**src/rtl/serial_pattern_tx.sv**
```systemverilog
`default_nettype none
// ============================================================================
// Module      : serial_pattern_tx
// Description : Parallel-load, MSB-first serial transmitter with programmable
//               word repeat and a fixed idle gap between words.
// Revision    : 1.0 - initial release
// ============================================================================
module serial_pattern_tx #(
    parameter int WIDTH = 8,
    parameter int GAP   = 2,
    parameter int REP_W = 4,
    parameter int CNT_W = 16
) (
    input  logic             clk,
    input  logic             rst,
    input  logic             load_valid,
    output logic             load_ready,
    input  logic [WIDTH-1:0] load_data,
    input  logic [REP_W-1:0] load_rep,
    output logic             sout,
    output logic             sout_valid,
    output logic             last,
    output logic             busy,
    output logic [CNT_W-1:0] words_sent
);

    localparam int c_BIT_W = $clog2(WIDTH);
    localparam int c_GAP_W = (GAP > 1) ? $clog2(GAP) : 1;
    localparam logic [c_BIT_W-1:0] c_BIT_LAST = c_BIT_W'(WIDTH - 1);
    localparam logic [c_GAP_W-1:0] c_GAP_LAST = c_GAP_W'((GAP > 0) ? GAP - 1 : 0);

    typedef enum logic [1:0] {
        S_IDLE  = 2'd0,
        S_SHIFT = 2'd1,
        S_GAP   = 2'd2
    } state_t;

    state_t             r_state,      w_state;
    logic [WIDTH-1:0]   r_hold,       w_hold;
    logic [WIDTH-1:0]   r_shift,      w_shift;
    logic [REP_W-1:0]   r_rep_left,   w_rep_left;
    logic [c_BIT_W-1:0] r_bit_cnt,    w_bit_cnt;
    logic [c_GAP_W-1:0] r_gap_cnt,    w_gap_cnt;
    logic               r_sout,       w_sout;
    logic               r_sout_valid, w_sout_valid;
    logic               r_last,       w_last;
    logic               r_busy,       w_busy;
    logic               r_ready,      w_ready;
    logic [CNT_W-1:0]   r_words,      w_words;
    logic               w_reload;

    always_ff @(posedge clk or negedge rst) begin
        if (!rst) begin
            r_state      <= S_IDLE;
            r_hold       <= '0;
            r_shift      <= '0;
            r_rep_left   <= '0;
            r_bit_cnt    <= '0;
            r_gap_cnt    <= '0;
            r_sout       <= 1'b0;
            r_sout_valid <= 1'b0;
            r_last       <= 1'b0;
            r_busy       <= 1'b0;
            r_ready      <= 1'b0;
            r_words      <= '0;
        end else begin
            r_state      <= w_state;
            r_hold       <= w_hold;
            r_shift      <= w_shift;
            r_rep_left   <= w_rep_left;
            r_bit_cnt    <= w_bit_cnt;
            r_gap_cnt    <= w_gap_cnt;
            r_sout       <= w_sout;
            r_sout_valid <= w_sout_valid;
            r_last       <= w_last;
            r_busy       <= w_busy;
            r_ready      <= w_ready;
            r_words      <= w_words;
        end
    end

    always_comb begin
        w_state      = r_state;
        w_hold       = r_hold;
        w_shift      = r_shift;
        w_rep_left   = r_rep_left;
        w_bit_cnt    = r_bit_cnt;
        w_gap_cnt    = r_gap_cnt;
        w_sout       = 1'b0;
        w_sout_valid = 1'b0;
        w_last       = 1'b0;
        w_busy       = r_busy;
        w_ready      = r_ready;
        w_words      = r_words;
        w_reload     = 1'b0;

        case (r_state)
            S_IDLE: begin
                if (load_valid && r_ready) begin
                    w_hold       = load_data;
                    w_shift      = load_data << 1;
                    w_rep_left   = load_rep;
                    w_bit_cnt    = c_BIT_LAST;
                    w_sout       = load_data[WIDTH-1];
                    w_sout_valid = 1'b1;
                    w_ready      = 1'b0;
                    w_busy       = 1'b1;
                    w_state      = S_SHIFT;
                end else begin
                    w_ready = 1'b1;
                end
            end
            S_SHIFT: begin
                if (r_bit_cnt != '0) begin
                    w_sout       = r_shift[WIDTH-1];
                    w_shift      = r_shift << 1;
                    w_sout_valid = 1'b1;
                    w_bit_cnt    = r_bit_cnt - c_BIT_W'(1);
                    w_last       = (r_bit_cnt == c_BIT_W'(1)) && (r_rep_left == '0);
                end else begin
                    // Word complete: the repeat decision is deferred to the end of the gap.
                    w_words   = r_words + CNT_W'(1);
                    w_gap_cnt = c_GAP_LAST;
                    if (GAP > 0) begin
                        w_state = S_GAP;
                    end else if (r_rep_left != '0) begin
                        w_reload = 1'b1;
                    end else begin
                        w_state = S_IDLE;
                        w_busy  = 1'b0;
                        w_ready = 1'b1;
                    end
                end
            end
            S_GAP: begin
                if (r_gap_cnt != '0) begin
                    w_gap_cnt = r_gap_cnt - c_GAP_W'(1);
                end else if (r_rep_left != '0) begin
                    w_reload = 1'b1;
                    w_state  = S_SHIFT;
                end else begin
                    w_state = S_IDLE;
                    w_busy  = 1'b0;
                    w_ready = 1'b1;
                end
            end
            default: begin
                w_state = S_IDLE;
            end
        endcase

        // Next copy starts with its MSB; WIDTH >= 2 so it can never be the last bit.
        if (w_reload) begin
            w_rep_left   = r_rep_left - REP_W'(1);
            w_shift      = r_hold << 1;
            w_bit_cnt    = c_BIT_LAST;
            w_sout       = r_hold[WIDTH-1];
            w_sout_valid = 1'b1;
        end
    end

    assign load_ready = r_ready;
    assign sout       = r_sout;
    assign sout_valid = r_sout_valid;
    assign last       = r_last;
    assign busy       = r_busy;
    assign words_sent = r_words;

endmodule
`default_nettype wire

```
**config.mk**
```make
export PLATFORM = sky130hd
export DESIGN_NAME = serial_pattern_tx
export DESIGN_NICKNAME = d
export VERILOG_FILES = /design/src/rtl/serial_pattern_tx.sv
export SDC_FILE = /design/constraint.sdc
export NUM_CORES = 1
export LEC_CHECK = 0
export ABC_AREA = 1
export CORE_MARGIN = 4
export CORE_UTILIZATION = 40
export DETAILED_ROUTE_END_ITERATION = 10
export GPL_TIMING_DRIVEN = 0
export REMOVE_ABC_BUFFERS = 1
export SLEW_MARGIN = 10
export SYNTH_ARGS = -nofsm -noshare
export SYNTH_HDL_FRONTEND = slang
export SYNTH_SLANG_ARGS = --single-unit
```
**constraint.sdc**
```tcl
create_clock -name clk -period 2.1 [get_ports clk]
set_input_delay 0.42 -clock clk [delete_from_list [all_inputs] [get_ports clk]]
set_output_delay 0.42 -clock clk [all_outputs]
set_load 0.05 [all_outputs]
```
# --- After elaboration in Yosys (flattened, before gate mapping) ---
# Index checks and enable logic that the tools add are counted.
totals:
  register_bits: 47
  wordCells: 85
op_classes:
  add_sub_neg: 4
  n_eq_ne: 9
  muxes: 40
  bitwise: 1
  reduce_logical: 19
ops:
  columns: ["cell", "n"]
  rows:
  - ["two-way mux 8 bit", 3]
  - ["two-way mux 1 bit", 20]
  - ["adder 16 x 1 -> 16 bit, second input constant", 1]
  - ["one-hot mux 8 bit (2 select lines)", 1]
  - ["two-way mux 4 bit", 3]
  - ["one-hot mux 1 bit (2 select lines)", 5]
  - ["two-way mux 3 bit", 3]
  - ["AND reduction 3 bit", 3]
  - ["inequality test 2 bit, second input constant", 4]
  - ["AND reduction 2 bit", 4]
  - ["nonzero test 2 bit", 4]
  - ["two-way mux 2 bit", 3]
  - ["inequality test 3 bit, second input constant", 2]
  - ["one-hot mux 2 bit (3 select lines)", 1]
  - ["one-hot mux 3 bit (2 select lines)", 1]
  - ["nonzero test 3 bit", 2]
  - ["logical NOT 4 bit", 1]
  - ["AND reduction 4 bit", 1]
  - ["nonzero test 4 bit", 1]
  - ["subtractor 4 x 1 -> 4 bit, second input constant", 1]
  - ["equality test 3 x 1 -> 1 bit, second input constant", 1]
  - ["subtractor 3 x 1 -> 3 bit, second input constant", 1]
  - ["equality test 2 x 1 -> 1 bit, second input constant", 1]
  - ["equality test 2 bit, second input constant", 1]
  - ["4 further kinds", 5]

# --- Logic depth before layout (Yosys ltp) ---
# Gate-level depths: netlist of the first run.
depth:
  word_depth: 6
  ltp_mapped: 10
  mapped_depth_nobuf: 9

# --- Worst setup path after synthesis of the first run ---
# OpenSTA, ideal clock, no wires.
synth_path:
  path_kind: "flip-flop to flip-flop"
  startpoint: "reg r_words[0], in the netlist words_sent[0]"
  endpoint: "reg r_words[14], in the netlist words_sent[14]"
  arrival_time_ns: 1.503
  setup_slack_ns: 0.478
  stages_incl_launch_ff: 9
  path_buffers: 0
  period_less_slack_ns: 1.622
  cell_sequence: "dfrtp_1 ha_1 nand3_1 inv_1 nand2_2 nor2_2 nand2_1 nand2_1 nand2_1"
synth_between:
  elab_chain_cells: 1
synth_lines:
  columns: ["item", "line_no", "rtl"]
  rows:
  - ["start, declared", "49", "logic [CNT_W-1:0] r_words, w_words;"]
  - ["start signal, assigned", "78", "r_words <= w_words;"]
  - ["adder 16 x 1 -> 16 bit", "122", "w_words = r_words + CNT_W'(1);"]
# Every way passes these cells.
# A chain may end at the register's enable or synchronous reset.

# --- Final worst setup path of the first run ---
layout_path:
  startpoint: "reg r_words[4], in the netlist words_sent[4]"
  endpoint: "out words_sent[4]"
layout_lines:
  columns: ["item", "line_no", "rtl"]
  rows:
  - ["end, declared", "24", "output logic [CNT_W-1:0] words_sent"]
# No word-level cell between the ends.

==> results.yml, run 1 <==
final_layout:
  syn2layout_area_growth_pct: 23.28
  design_area_um2: 2875
  fin_nets: 357
  instances_no_fill: 410
  final_common_cell: "nand2_1"
  drive_gt1_share_pct: 6.213
  layout_common_cells: "nand2_1, dfrtp_1, inv_1"
  diodes: 0
route:
  drc_errors: 0
  vias: 1888
  first_iter_violations: 91
  dr.pass1.iters: 4
  postRouteAntennaNets: 0
  wl_mm: 4.487
  routed_via_density: 4.605
  wl_per_cell_um: 10.94
worst_setup_path:
  cp_max_fo: 6
  critPathLaunchType: "register"
  max_stage_delay_ps: 840
  worst-path-buf-inv: 1
  cp.required_ps: 1680
  arrival_ps: 1580
  crit_chain: "clkdlybuf4s50_1"
  slowest_stage: "clkdlybuf4s50_1"
  cp_top_family: "buffers and inverters"
  end_kind: "output port"
  path_class: "register to output port"
power_and_ir_drop:
  ir_worst_vdd_mv: 0.7700
  p_leak_nw: 1.474
  power_density_nw_per_um2: 1176
global_routing:
  grt_remaining_overflow: 0
  grt_pass1_vias: 1820
  antenna_found_initial: 0
  grtUsageTotal_pct: 13.56
  grt_max_degree: 36
  grt_pass1_wl_mm: 8.024
floorplanning:
  dieArea_um2: 7117
  ioPinCount: 36
  rows: 27
  initial_core_util_pct: 41.84
  core_area_um2: 5574
  die_h_um: 84.36
  die_w_um: 84.36
place:
  dp_cells: 402
  dpl_cell_area_um2: 2766
  finalWeightedCongestion: 0.7806
  portBuffers: 35
  hpwl_mm: 3.310
yosys:
  synth_compound_area_share_pct: 6.491
  synth_xor_area_share_pct: 3.380
  synthCells: 298
  synth-simple-area-share_pct: 29.61
  ys_ff_latch: 46
  synthMuxAreaShare_pct: 0
  yosysSeqAreaShare_pct: 49.36
  synth_area_um2: 2332
  synth_top_family_by_area: "simple AND/OR/NAND/NOR gates"
  syn-mean-instance-area_um2: 7.826
  synthDistinctLibCells: 26
  synth-warning-count: 0
  synth_fa_ha_area_share_pct: 2.682
sta:
  setup-tns-final_ps: 0
  finalSetupViolCount: 0
  period_needed_ps: 2001
  hold_violations: 0
  fin_worst_skew_ps: 7.117
  max_clock_freq_ghz: 0.4998
  slew_headroom_pct: 66.58
  maxSlewViolCount: 0
  fin_crit_sh_pct: 95.27
  rsz0062_at_grt: "no"
  tightest_slew_ps: 499.8
clocking:
  cts_sinks: 46
  path_clk_slew_ps: 90
  clock_latency_ps: 290
  cts_tree: "yes"
  cts.path.max_buffers: 2
  ctsRootBufferMaster: "clkbuf_8"
  cts_buffers: 5
  htree_levels: 2
outcome:
  outcome: "finished, final reports clean"
min_path:
  hp-class: "input port to asynchronous set/reset pin"
run:
  max_cap_viol_count: 0
-- layer usage --
layer / wire [µm] / global-route usage, %
met3: 156 / 3.042
met1: 2201 / 17.69
met2: 2099 / 23.31
met4: 29 / 2.590
met5: 0 / 0
-- flip-flops by register name, summed over array words and instances, names as in the netlist, 2 cells and up --
| signal | cells |
|---|---|
| r_shift | 7 |
| r_state | 2 |
| words_sent | 16 |
| r_rep_left | 4 |
| r_hold | 8 |
| r_bit_cnt | 3 |
-- report_power, final --
| group | internal (mW) | switching, mW | total, mW |
|---|---|---|---|
| sequential | 1.17 | 0.158 | 1.33 |
| clock | 0.356 | 0.281 | 0.638 |
| combinational | 0.482 | 0.932 | 1.41 |
-- synthesized netlist by cell type --
master,count,share of area (%)
a21oi_1,2,0.43
a31oi_1,1,0.27
buf_2,2,0.43
buf_4,1,0.32
clkbuf_1,1,0.16
dfrtp_1,46,49
ha_1,5,2.7
inv_1,45,7.2
inv_2,2,0.32
nand2_1,108,17
nand2_2,3,0.80
nand2_4,1,0.48
nand3_1,11,2.4
nand3_2,1,0.43
nand3b_1,2,0.64
nand4_1,8,2.1
nor2_1,17,2.7
nor2_2,1,0.27
nor2_4,3,1.4
nor3_1,3,0.64
o211ai_1,2,0.64
o21ai_0,21,4.5
o21bai_1,2,0.64
or2_2,1,0.27
xnor2_1,4,1.5
xor2_1,5,1.9
-- cells by family after synthesis --
logic type | Yosys count
flops | 46
xor+xnor | 9
buf+inv | 51
compound gates | 28
simple gates | 159
fa+ha+maj | 5
-- what timing repair did --
item / in CTS / in global routing
gates resized for setup: 0 / 1
setup buffers: 0 / 0
setup endpoints to repair: 0 / 8
hold buffers: 0 / 0
-- final timing paths --
kind / start / end / slack, ps / cells after the start
setup / recovery: words_sent[4] / words_sent[4] / 100 / 1
hold / removal: rst / r_hold[1] / 4 / 1
setup reg to reg: r_rep_left[0] / r_shift[6] / 320 / 8
hold reg to reg: r_rep_left[0] / r_rep_left[0] / 480 / 1
max in group asynchronous: rst / words_sent[13] / 1610 / 2
min in group clk: r_rep_left[0] / r_rep_left[0] / 480 / 1
-- metrics by stage --
step	worst slack (ps)	hold slack [ps]	total power, mW	util, %
3_3_place_gp	-751.9	457.7	2.744	49.36
4_1_cts	78.21	8.249	3.432	51.54
3_5_place_dp	-229.3	330.4	2.783	49.63
5_1_grt	41.69	12.77	3.692	51.58
2_1_floorplan	402.1	124.4	2.384	-
6_report	99.27	3.680	3.381	51.58
-- area by class of cell --
class | count | area (µm²)
multi-input cells | 201 | 985.9
clock buffers | 7 | 76.32
repair buffers | 36 | 365.4
well taps | 72 | 90.09
fillers | 559 | 2699
flip-flops and latches | 46 | 1151
inverters | 47 | 176.4
clock inverters | 1 | 30.03
No activity file was read; power rests on OpenSTA's default activity.
==> run 2: changes to the inputs <==
- CORE_MARGIN: 4 -> 2
- SLEW_MARGIN: 10 -> not set
- clock period: 2.1 -> 2.6 ns (I/O delays scaled with it)
==> results.yml, run 2 (synthesized netlist as in run 1, its figures left out) <==
outcome:
  outcome: "finished, final reports clean"
power_and_ir_drop:
  power_density_nw_per_um2: 988.3
  ir_worst_vdd_mv: 0.4293
  p_leak_nw: 1.493
clocking:
  clock_latency_ps: 300
  cts.path.max_buffers: 2
  holdBufCountCts: 0
  cts_tree: "yes"
  cts_sinks: 46
  cts_resized: 0
  ctsRootBufferMaster: "clkbuf_8"
  post_cts_buffers: 0
  htree_levels: 2
  path_clk_slew_ps: 90
  cts_buffers: 5
global_routing:
  antenna_found_initial: 0
  busiest_layer: "met2"
  grt_pass1_vias: 1764
  use_met1_pct: 20.13
  grt_max_degree: 28
  grt_pass1_wl_mm: 7.928
  met3_usage_pct: 4.045
  grt_remaining_overflow: 0
  use_met2_pct: 26.08
  grtUsageTotal_pct: 15.77
route:
  dr.pass1.iters: 4
  vias: 1881
  drc_errors: 0
  postRouteAntennaNets: 0
  wl_mm: 4.461
  wl_per_cell_um: 10.88
  first_iter_violations: 100
  routed_via_density: 4.588
worst_setup_path:
  slowest_stage: "clkdlybuf4s50_1"
  crit_cells: 1
  r2r_cells: 7
  max_stage_delay_ps: 840
  critPathLaunchType: "register"
  path_class: "register to output port"
  cp_top_family: "buffers and inverters"
  arrival_ps: 1610
  end_kind: "output port"
  worst-path-buf-inv: 1
  crit_chain: "clkdlybuf4s50_1"
  cp.required_ps: 2080
  cp_max_fo: 6
run:
  max_cap_viol_count: 0
final_layout:
  seqCellArea_um2: 1151
  fin_nets: 357
  drive_gt1_share_pct: 6.509
  instances_no_fill: 410
  syn2layout_area_growth_pct: 24.73
  largest_reg_flops: 16
  multi_input_area_um2: 983.4
  final_common_cell: "nand2_1"
  diodes: 0
  design_area_um2: 2909
  n_fill_cell: 543
  layout_common_cells: "nand2_1, dfrtp_1, inv_1"
  post-route-util_pct: 52.19
sta:
  rsz0062_at_grt: "no"
  hold_violations: 0
  maxSlewViolCount: 0
  fin_worst_skew_ps: 4.855
  finalSetupViolCount: 0
  period_needed_ps: 2128
  fin_crit_sh_pct: 81.83
  hold_ws_ps: 157.4
  tightest_slew_ps: 761.0
  setup-tns-final_ps: 0
  slew_headroom_pct: 49.14
  max_clock_freq_ghz: 0.4700
place:
  finalWeightedCongestion: 0.7705
  dp_cells: 402
  dpl_cell_area_um2: 2766
  hpwl_mm: 3.269
  portBuffers: 35
floorplanning:
  core_area_um2: 5574
  rows: 27
  die_w_um: 80.36
  initial_core_util_pct: 41.84
  dieArea_um2: 6458
  ioPinCount: 36
  die_h_um: 80.36
min_path:
  hp-class: "input port to asynchronous set/reset pin"
run 2: power breakdown:
part	internal, mW	switching [mW]	total, mW
Clock	0.410	0.246	0.656
Combinational	0.388	0.756	1.14
Sequential	0.946	0.129	1.07
Total	1.74	1.13	2.88
run 2: final timing paths:
kind,start,end,slack (ps)
min in group clk,r_rep_left[0],r_rep_left[0],470
setup reg to reg,load_ready,r_shift[7],750
max in group asynchronous,rst,last,1940
hold reg to reg,r_rep_left[0],r_rep_left[0],470
setup / recovery,words_sent[4],words_sent[4],470
hold / removal,rst,r_hold[1],160
run 2: cell type report:
type | count | area share [%]
Clock buffer | 6 | 2.839
Clock inverter | 2 | 2.065
Inverter | 47 | 6.065
Multi-Input combinational cell | 201 | 33.81
Sequential cell | 46 | 39.57
Tap cell | 72 | 3.097
Timing Repair Buffer | 36 | 12.56
run 2: per-stage QoR:
stage               total power [mW]  worst slack [ps]
floorplan                      1.925             902.1
global placement               2.217            -347.6
detailed placement             2.243             177.4
CTS                            2.913             463.4
global route                   3.121             322.7
finish                         2.875             472.5
run 2: worst register-to-register path, cell delays in order (launching register included):
cell     delay, ps
dfrtp_1        400
nand2_1         90
inv_1           40
nand2_1        550
nand2_2        290
nor2_4         280
nand2_1         80
nand2_1         70
run 2: metal layers:
layer / routed length [µm] / share of wire, % / vias to the layer above
met4: 59 / 1.3 / 0
li1: - / - / 998
met3: 152 / 3.4 / 6
met1: 2127 / 48 / 855
met2: 2122 / 48 / 22
met5: 0 / 0 / -
